--- src/rtl/fetch_pc_unit.sv ---
// Fetch PC unit: owns the PC, issues one instruction fetch at a time and buffers the result for decode.
// Optional feature: define FETCH_MISALIGN_CHECK_EN to reject misaligned redirects and pulse MisalignErr.
module fetch_pc_unit #(
   parameter int unsigned           width    = 32,
   parameter logic [width-1:0]      RESET_PC = '0
) (
   input  logic             CLK,
   input  logic             RST,
   input  logic             PCSrc,
   input  logic [width-1:0] PCTarget,
   output logic             IReqValid,
   input  logic             IReqReady,
   output logic [width-1:0] IReqAddr,
   input  logic             IRespValid,
   input  logic [31:0]      IRespData,
   output logic [31:0]      Instr,
   output logic             InstrValid,
   input  logic             InstrReady,
   output logic [width-1:0] PC,
   output logic [width-1:0] PCPlus4,
   output logic             MisalignErr
);

   typedef enum logic [1:0] {StIdle, StReq, StWait, StHold} state_e;

   state_e           state_q, state_d;
   logic [width-1:0] pc_q, pc_d;
   logic [31:0]      instr_q, instr_d;
   logic             squash_q, squash_d;
   logic             misalign_q, misalign_d;
   logic             redirect;
   logic [width-1:0] target;

`ifdef FETCH_MISALIGN_CHECK_EN
   assign redirect   = PCSrc & ~|PCTarget[1:0];
   assign target     = PCTarget;
   assign misalign_d = PCSrc & |PCTarget[1:0];
`else
   // Low address bits are forced to zero so every redirect lands word-aligned.
   assign redirect   = PCSrc;
   assign target     = PCTarget & {{(width-2){1'b1}}, 2'b00};
   assign misalign_d = 1'b0;
`endif

   assign PC          = pc_q;
   assign PCPlus4     = pc_q + width'(4);
   assign IReqAddr    = pc_q;
   assign Instr       = instr_q;
   assign MisalignErr = misalign_q;

   always_comb begin
      state_d    = state_q;
      pc_d       = pc_q;
      instr_d    = instr_q;
      squash_d   = squash_q;
      IReqValid  = 1'b0;
      InstrValid = 1'b0;
      case (state_q)
         StIdle: begin
            state_d = StReq;
            if (redirect) pc_d = target;
         end
         StReq: begin
            IReqValid = 1'b1;
            if (redirect) pc_d = target;
            // An accepted request still returns data for the old address; mark it stale.
            if (IReqReady) begin
               state_d  = StWait;
               squash_d = redirect;
            end
         end
         StWait: begin
            if (redirect) begin
               pc_d = target;
               if (IRespValid) begin
                  squash_d = 1'b0;
                  state_d  = StReq;
               end else begin
                  squash_d = 1'b1;
               end
            end else if (IRespValid) begin
               if (squash_q) begin
                  squash_d = 1'b0;
                  state_d  = StReq;
               end else begin
                  instr_d = IRespData;
                  state_d = StHold;
               end
            end
         end
         StHold: begin
            InstrValid = 1'b1;
            if (redirect) begin
               pc_d    = target;
               state_d = StReq;
            end else if (InstrReady) begin
               pc_d    = PCPlus4;
               state_d = StReq;
            end
         end
         default: state_d = StIdle;
      endcase
   end

   always_ff @(posedge CLK or negedge RST) begin
      if (!RST) begin
         state_q    <= StIdle;
         pc_q       <= RESET_PC;
         instr_q    <= '0;
         squash_q   <= 1'b0;
         misalign_q <= 1'b0;
      end else begin
         state_q    <= state_d;
         pc_q       <= pc_d;
         instr_q    <= instr_d;
         squash_q   <= squash_d;
         misalign_q <= misalign_d;
      end
   end

endmodule

--- config.mk ---
export PLATFORM = sky130hd
export DESIGN_NAME = fetch_pc_unit
export DESIGN_NICKNAME = d
export VERILOG_FILES = /design/src/rtl/fetch_pc_unit.sv
export SDC_FILE = /design/constraint.sdc
export NUM_CORES = 1
export LEC_CHECK = 0
export CORE_ASPECT_RATIO = 0.6
export CORE_UTILIZATION = 44
export DETAILED_ROUTE_END_ITERATION = 10
export PLACE_DENSITY = 0.94
export SETUP_SLACK_MARGIN = 0.1
export SLEW_MARGIN = 0
export SYNTH_ARGS = -nofsm -noshare
export SYNTH_HDL_FRONTEND = slang
export SYNTH_SLANG_ARGS = --single-unit
--- constraint.sdc ---
create_clock -name CLK -period 6.25 [get_ports CLK]
set_input_delay 1.875 -clock CLK [delete_from_list [all_inputs] [get_ports CLK]]
set_output_delay 1.875 -clock CLK [all_outputs]
set_load 0.01 [all_outputs]
==> results of run 1 <==
## sequential cells by signal, indices dropped and copies added (netlist names)
register and flops:
squash_q 1, Instr 32, state_q 2, IReqAddr 30
## critical path: cells and delay by family (launching register included)
kind | cells | cell delay (ns)
XOR/XNOR | 1 | 0.22
adder cells (fa/ha/maj) | 1 | 0.30
AND/OR/NAND/NOR | 3 | 1.08
buffers and inverters | 1 | 0.56
flip-flops | 1 | 0.48
## per-layer routing
layer,track usage,up-vias,wire length (um)
li1,-,1726,-
met1,0.330,1817,5170
met2,0.406,155,5600
met3,0.0530,12,625
met4,0.0683,0,109
met5,0,-,0
## Yosys cell counts, drive strengths merged
| master | n | area share |
|---|---|---|
| a21o | 1 | 0.0019 |
| a21oi | 29 | 0.037 |
| a221o | 3 | 0.0077 |
| a22oi | 2 | 0.0038 |
| a2bb2oi | 6 | 0.013 |
| a31o | 1 | 0.0022 |
| a31oi | 2 | 0.0032 |
| and2 | 2 | 0.0032 |
| and3 | 13 | 0.021 |
| and4 | 7 | 0.016 |
| buf | 44 | 0.079 |
| clkbuf | 16 | 0.015 |
| conb | 1 | 0.00096 |
| dfrtp | 65 | 0.42 |
| ha | 5 | 0.016 |
| inv | 5 | 0.0048 |
| mux2 | 32 | 0.092 |
| nand2 | 27 | 0.026 |
| nand2b | 2 | 0.0032 |
| nand3 | 27 | 0.036 |
| nand3b | 1 | 0.0019 |
| nand4 | 11 | 0.023 |
| nor2 | 16 | 0.015 |
| nor2b | 3 | 0.0048 |
| nor3 | 4 | 0.0064 |
| nor3b | 3 | 0.0057 |
| nor4 | 3 | 0.010 |
| o211ai | 7 | 0.013 |
| o21ai | 17 | 0.022 |
| o221ai | 1 | 0.0022 |
| o22ai | 11 | 0.018 |
| o2bb2a | 1 | 0.0026 |
| o311ai | 2 | 0.0045 |
| or3 | 7 | 0.011 |
| xnor2 | 22 | 0.049 |
| xor2 | 6 | 0.013 |
## stage by stage
stage | area (sq um) | setup slack (ns) | hold WS (ns)
global placement | 5660 | 1.81 | 0.467
global route | 5980 | 1.26 | 0.518
detailed placement | 5660 | 1.80 | 0.490
CTS | 5980 | 1.42 | 0.503
floorplan | 3940 | 2.68 | 0.524
finish | 5980 | 1.42 | 0.495
## kinds of logic (layout without fill, tap and decap cells)
family                   after synthesis  in the layout
adder cells (fa/ha/maj)                5              5
buffers and inverters                 65            216
XOR/XNOR                              28             28
AND/OR/NAND/NOR                      126            126
AO/OA/AOI/OAI                         83             83
flip-flops                            65             65
multiplexers                          32             32
other                                  1              7
## worst min-delay path by stage
| stage | startpoint | to | slack (ns) |
|---|---|---|---|
| finish | Instr[27] | Instr[27] | 0.50 |
| global route | Instr[13] | Instr[13] | 0.52 |
| CTS | Instr[27] | Instr[27] | 0.50 |
| detailed placement | Instr[27] | Instr[27] | 0.49 |
| global placement | Instr[28] | Instr[28] | 0.47 |
| floorplan | state_q[0] | state_q[0] | 0.52 |
## cell type report
type	instances	area, sq um
repair buffers	195	1940
multi-input cells	281	1940
well taps	112	140
clock inverters	6	92.6
clock buffers	10	229
fillers	644	2570
inverters	5	18.8
flip-flops and latches	65	1630
## power breakdown
| part | leakage [nW] | total, W | switching, W | internal (W) |
|---|---|---|---|---|
| logic | 1.46 | 0.00121 | 0.000488 | 0.000718 |
| clock network | 0.149 | 0.000539 | 0.000188 | 0.000350 |
| registers | 0.806 | 0.000774 | 0.000199 | 0.000575 |
==> impl_metrics.toml, run 1 <==
[die]
core_area_sq_um = 8560
die-area_sq_um = 9300
fp.dieW_um = 124
start_util = 0.458
rows = 26
die_h_um = 75.1
io_pins = 201

[cells_and_area]
final_util = 0.699
area_growth_pct = 52.7
mostFrequentLayoutCells = "clkdlybuf4s50_1, dfrtp_1, mux2_2"
layout_commonest_cell = "clkdlybuf4s50_1"
fin_cells = 674
fin_nets = 632
antennaDiodeCount = 0
drive_gt1_frac = 0.103

[critical_path]
cp-startpoint = "IReqAddr[2]"
r2r_end = "IReqAddr[18]"
path_cells = "ha_1 > nand3_1 > nor4_1 > nand4_1 > xnor2_1 > clkdlybuf4s50_1"
cp-endpoint = "PCPlus4[26]"
setup.worst_path.start_class = "flip-flop"
crit_type = "flip-flop to output pin"
reg2reg_depth = 5
r2r_slack_ns = 3.62
r2r-start = "state_q[1]"
cp-end-kind = "output pin"
cp_slowest_cell = "clkdlybuf4s50_1"
path_max_fanout = 7
worstPathRequired_ns = 4.38
slowest_delay_ns = 0.56
crit_arrival_ns = 2.96

[clock_network]
insertion_delay_ns = 0.32
clkTransAtPathRegs_ns = 0.06
cts_buffers = 9
hold_buffers = 0
cts-root-buf = "clkbuf_16"
clock_path_buffers = 2
post-cts-setup-buffer-count = 0
clock-sinks = 65
htreeDepth = 3
ctsResizeCount = 0
cts_tree = "done"

[placed_design]
port_buffers = 191
gp_congestion = 0.805
dp_cells = 658
place_hpwl_um = 8340

[timing]
relSlewSlack = 0.186
fin_skew_ns = 0.00967
worst_slew_pin_slew_ns = 1.22
finalSetupTns_ns = 0
setup_viol = 0
maxSlewViolCount = 0
fin_crit_sh = 0.774
fmaxAchievable_mhz = 207
rsz0062_at_grt = "false"
hold_violations = 0
period_needed_ns = 4.83

[synthesis]
synth_seq_area_share = 0.415
yosys_register_bits = 65
synth_top_family_by_area = "simple AND/OR/NAND/NOR gates"
synth_mux_area_frac = 0.0920
synthCells = 405
ys_types = 45
syn_avg_cell_area_sq_um = 9.67
syn_area_sq_um = 3920
synth_compound_area_frac = 0.131
yosys_warnings = 0
synth_xor_area_frac = 0.0626
synth-simple-area-share = 0.183
synthAdderAreaFrac = 0.0160

[detailed_routing]
totalWireLength_um = 11500
route.antenna.remaining_nets = 0
vias = 3710
routedWlPerCell_um = 17.1
first_pass_iters = 5
routed_via_density = 5.50
drcViolationCount = 0
first_iter_violations = 189

[grt]
antenna_found_initial = 0
grt.overflow.total = 0
grt_first_pass_wirelength_um = 17300
grt_usage = 0.246
grt_max_degree = 66
grt_pass1_vias = 3416

[power_and_ir_drop]
powerDensity_nw_per_um2 = 421
power.total_w = 0.00252
p_leak_nw = 2.42
ir_worst_vdd_v = 0.000198

[job]
max_cap_violations = 0

[hold_path]
whs_path_depth = 1
hold_class = "flip-flop to flip-flop"

[run_status]
outcome = "finished clean"
Power figures use the tool's default switching activity.
==> run 2, diff against run 1 <==
- CORE_UTILIZATION: 44 -> 37
- PLACE_DENSITY: 0.94 -> 0.84
- clock period: 6.25 -> 4.34 ns (I/O delays scaled with it)
==> impl_metrics.toml, run 2 (same netlist as run 1, synthesis figures left out) <==
[hold_path]
worstHoldEndpoint = "Instr[27]"
whs_path_depth = 1
min_from = "Instr[27]"
hold_class = "flip-flop to flip-flop"

[power_and_ir_drop]
ir_worst_vdd_v = 0.000284
powerDensity_nw_per_um2 = 589
p_leak_nw = 2.45

[timing]
period_needed_ns = 4.10
hold_violations = 0
setup_viol = 0
fin_skew_ns = 0.00364
fmaxAchievable_mhz = 244
relSlewSlack = 0.418
fin_crit_sh = 0.944
worst_slew_pin_slew_ns = 0.873
rsz0062_at_grt = "false"
finalSetupTns_ns = 0
maxSlewViolCount = 0

[cells_and_area]
mostFrequentLayoutCells = "clkdlybuf4s50_1, dfrtp_1, mux2_2"
antennaDiodeCount = 0
drive_gt1_frac = 0.116
final_util = 0.600
largest_reg_flops = 32
fin_nets = 640
layout_commonest_cell = "clkdlybuf4s50_1"
fill_cells = 803
area_growth_pct = 54.0

[clock_network]
ctsResizeCount = 0
cts-root-buf = "clkbuf_16"
cts_buffers = 9
clock_path_buffers = 2
insertion_delay_ns = 0.33
clock-sinks = 65
cts_tree = "done"
htreeDepth = 3
clkTransAtPathRegs_ns = 0.05

[critical_path]
crit_arrival_ns = 2.80
reg2reg_depth = 8
cp_slowest_cell = "clkdlybuf4s50_1"
slowest_delay_ns = 0.55
r2r_end = "IReqAddr[18]"
r2r_slack_ns = 2.02
path_cells = "ha_1 > nand3_1 > nor4_4 > buf_4 > buf_4 > nand4_2 > xnor2_1 > clkdlybuf4s50_1"
worstPathRequired_ns = 3.04
crit_type = "flip-flop to output pin"
r2r-start = "IReqAddr[2]"
cp-end-kind = "output pin"
path_max_fanout = 7
critical_path.most_common_cell = "buf_4"
crit_buf_inv = 3
critPathTopFamily = "buffers and inverters"
setup.worst_path.start_class = "flip-flop"

[grt]
grt_usage = 0.214
grt_max_degree = 39
antenna_found_initial = 0
grt_pass1_vias = 3550
grt.overflow.total = 0
grt_first_pass_wirelength_um = 18200

[detailed_routing]
totalWireLength_um = 11600
routedWlPerCell_um = 16.4
route.antenna.remaining_nets = 0
drcViolationCount = 0
first_pass_iters = 4
first_iter_violations = 206
routed_via_density = 5.18
vias = 3646

[die]
io_pins = 201
start_util = 0.390
rows = 28
die_h_um = 81.7
fp.dieW_um = 135
core_area_sq_um = 10100
die-area_sq_um = 11000

[run_status]
outcome = "finished clean"

[placed_design]
port_buffers = 191
place_hpwl_um = 8760
gp_congestion = 0.871

[job]
max_cap_violations = 0
## run 2: changes by cell type in the layout (fill, tap and decap cells not counted), sizes merged
cell / delta
clkbuf: -1
buf: +8
clkinv: +1
bufinv: -1
## run 2: routing by layer
layer,share of wire,global-route usage,up-vias
met1,0.45,0.290,1742
met2,0.47,0.341,147
met4,0.010,0.0640,0
li1,-,-,1748
met3,0.074,0.0500,9
met5,0,0,-
## run 2: power breakdown
group | switching (W) | internal, W
Clock | 0.000263 | 0.000438
Sequential | 0.000288 | 0.000828
Combinational | 0.000700 | 0.00104
## run 2: how the worst max path moves through the flow
stage | cells after the start | from | to | slack, ns
global placement | 6 | IReqAddr[2] | PCPlus4[24] | 0.57
finish | 8 | IReqAddr[2] | PCPlus4[18] | 0.24
CTS | 6 | IReqAddr[2] | PCPlus4[22] | 0.18
floorplan | 6 | IReqAddr[6] | PCPlus4[31] | 1.34
global route | 7 | IReqAddr[2] | PCPlus4[26] | 0.14
detailed placement | 6 | IReqAddr[2] | PCPlus4[22] | 0.53
## run 2: layout make-up
cell class	count	area [sq um]	share of cell area
Clock buffer	9	225	0.0373
Timing Repair Buffer	203	2000	0.331
Inverter	5	18.8	0.00311
Multi-Input combinational cell	281	1940	0.321
Clock inverter	6	60.1	0.00995
Sequential cell	65	1630	0.270
Tap cell	135	169	0.0280
## run 2: metrics by stage
step / hold slack [ns] / power [W] / cell area, sq um / instances / worst slack [ns]
floorplan: 0.524 / 0.00193 / 3940 / 411 / 1.34
finish: 0.493 / 0.00356 / 6030 / 704 / 0.241
global route: 0.519 / 0.00377 / 6030 / 704 / 0.141
global placement: 0.470 / 0.00281 / 5730 / 687 / 0.568
detailed placement: 0.481 / 0.00287 / 5730 / 687 / 0.533
CTS: 0.493 / 0.00358 / 6020 / 702 / 0.184
## run 2: timing repair
action	4_1_cts	5_1_grt
setup buffers	0	2
setup endpoints to repair	0	3
hold buffers	0	0
==> run 3, diff against run 2 <==
- CORE_MARGIN: not set -> 2
- CORE_UTILIZATION: 37 -> 30
- PLACE_DENSITY: 0.84 -> 0.72
==> impl_metrics.toml, run 3 (same netlist as run 1, synthesis figures left out) <==
[placed_design]
postPlaceCellArea_sq_um = 5780
place_hpwl_um = 9150
port_buffers = 191
dp_cells = 722
gp_congestion = 0.816
pre_cts_ws_ns = 0.403

[detailed_routing]
vias = 3709
first_pass_iters = 5
first_iter_violations = 164
routed_via_density = 5.01
route.antenna.remaining_nets = 0
drcViolationCount = 0
routedWlPerCell_um = 16.7
totalWireLength_um = 12300

[clock_network]
clock-sinks = 65
htreeDepth = 3
clock_path_buffers = 2
cts-root-buf = "clkbuf_16"
hold_buffers = 0
insertion_delay_ns = 0.32
cts_buffers = 9
cts_tree = "done"
clkTransAtPathRegs_ns = 0.06

[grt]
grt_pass1_vias = 3635
grt_max_degree = 48
grt_usage = 0.174
antenna_found_initial = 0
grt.overflow.total = 0
grt_first_pass_wirelength_um = 18900

[timing]
maxSlewViolCount = 0
finalSetupTns_ns = 0
period_needed_ns = 4.07
relSlewSlack = 0.405
worst_slew_pin_slew_ns = 0.893
rsz0062_at_grt = "false"
fin_crit_sh = 0.938
setup_viol = 0
fin_ws_ns = 0.267
hold_violations = 0
fmaxAchievable_mhz = 246
fin_skew_ns = 0.00575

[hold_path]
whs_path_depth = 1
min_from = "Instr[27]"
hold_class = "flip-flop to flip-flop"

[cells_and_area]
area_growth_pct = 56.7
mostFrequentLayoutCells = "clkdlybuf4s50_1, dfrtp_1, mux2_2"
antennaDiodeCount = 0
final_util = 0.479
fill_cells = 1161
drive_gt1_frac = 0.121
layout_commonest_cell = "clkdlybuf4s50_1"
largest_reg_flops = 32
fin_nets = 640
fin_cells = 740
multi_input_area_sq_um = 1950
area.sequential_sq_um = 1630
final_area_sq_um = 6140

[power_and_ir_drop]
p_comb_frac = 0.479
p_leak_nw = 2.48
ir_worst_vdd_v = 0.000250
pwr-share-clk = 0.216
seqPwrFrac = 0.305
power_switching_w = 0.00129
powerDensity_nw_per_um2 = 597
swShare = 0.351
p_int_w = 0.00238

[run_status]
outcome = "finished clean"

[critical_path]
r2r_end = "IReqAddr[12]"
worstPathRequired_ns = 3.04
setup.worst_path.start_class = "flip-flop"
path_cells = "ha_1 > nand3_2 > nor4_4 > buf_4 > nand4_1 > xnor2_1 > clkdlybuf4s50_1"
r2r_slack_ns = 2.11
cp-end-kind = "output pin"
cp_slowest_cell = "clkdlybuf4s50_1"
r2r-start = "state_q[1]"
crit_type = "flip-flop to output pin"
reg2reg_depth = 5
crit_arrival_ns = 2.77
cp-endpoint = "PCPlus4[24]"
path_max_fanout = 7
slowest_delay_ns = 0.56
cp-startpoint = "IReqAddr[3]"

[die]
core_area_sq_um = 12800
io_pins = 201
start_util = 0.306
rows = 32
fp.dieW_um = 152
die-area_sq_um = 14000
die_h_um = 92.5

[job]
max_cap_violations = 0
==> run 3: repair_timing <==
action | in CTS | in global routing
gates resized for setup | 1 | 2
endpoints found under the setup margin | 2 | 10
pin swaps | 0 | 1
setup buffers | 0 | 2
==> run 3: how the worst min path moves through the flow <==
stage,slack (ns),end
after detailed placement,0.48,Instr[27]
after global placement,0.47,Instr[28]
after floorplan,0.52,state_q[0]
after CTS,0.49,Instr[27]
final,0.49,Instr[27]
after global routing,0.51,Instr[27]
==> run 3: per-layer routing <==
layer / up-vias / track usage / part of all wire
li1: 1751 / - / -
met1: 1796 / 0.229 / 0.45
met2: 158 / 0.287 / 0.47
met3: 4 / 0.0379 / 0.070
met4: 0 / 0.0502 / 0.0055
met5: - / 0 / 0
==> run 3: power by group through the flow <==
stage / logic, W / registers, W / clock network (W)
final: 0.00175 / 0.00112 / 0.000792
after global routing: 0.00188 / 0.00116 / 0.000839
after CTS: 0.00176 / 0.00112 / 0.000818
after detailed placement: 0.00176 / 0.00113 / 0
after global placement: 0.00173 / 0.00111 / 0
after floorplan: 0.000778 / 0.00115 / 0
==> run 3: area by class of cell <==
class | instances | share of cell area
repair buffers | 203 | 0.325
multi-input cells | 281 | 0.318
inverters | 5 | 0.00306
flip-flops and latches | 65 | 0.265
clock inverters | 7 | 0.0167
well taps | 170 | 0.0347
clock buffers | 9 | 0.0367
==> run 3: through the flow <==
stage / power, W / hold WS (ns)
after global placement: 0.00284 / 0.470
final: 0.00366 / 0.490
after detailed placement: 0.00288 / 0.479
after floorplan: 0.00193 / 0.524
after global routing: 0.00388 / 0.506
after CTS: 0.00370 / 0.493
==> run 3: critical path, delay by kind of cell, from the launching register on <==
kind,cells,cell delay [ns]
adders and majority gates,1,0.30
buffers and inverters,2,0.75
xor gates and xnor gates,1,0.18
DFF,1,0.45
and+or+nand+nor,3,0.76
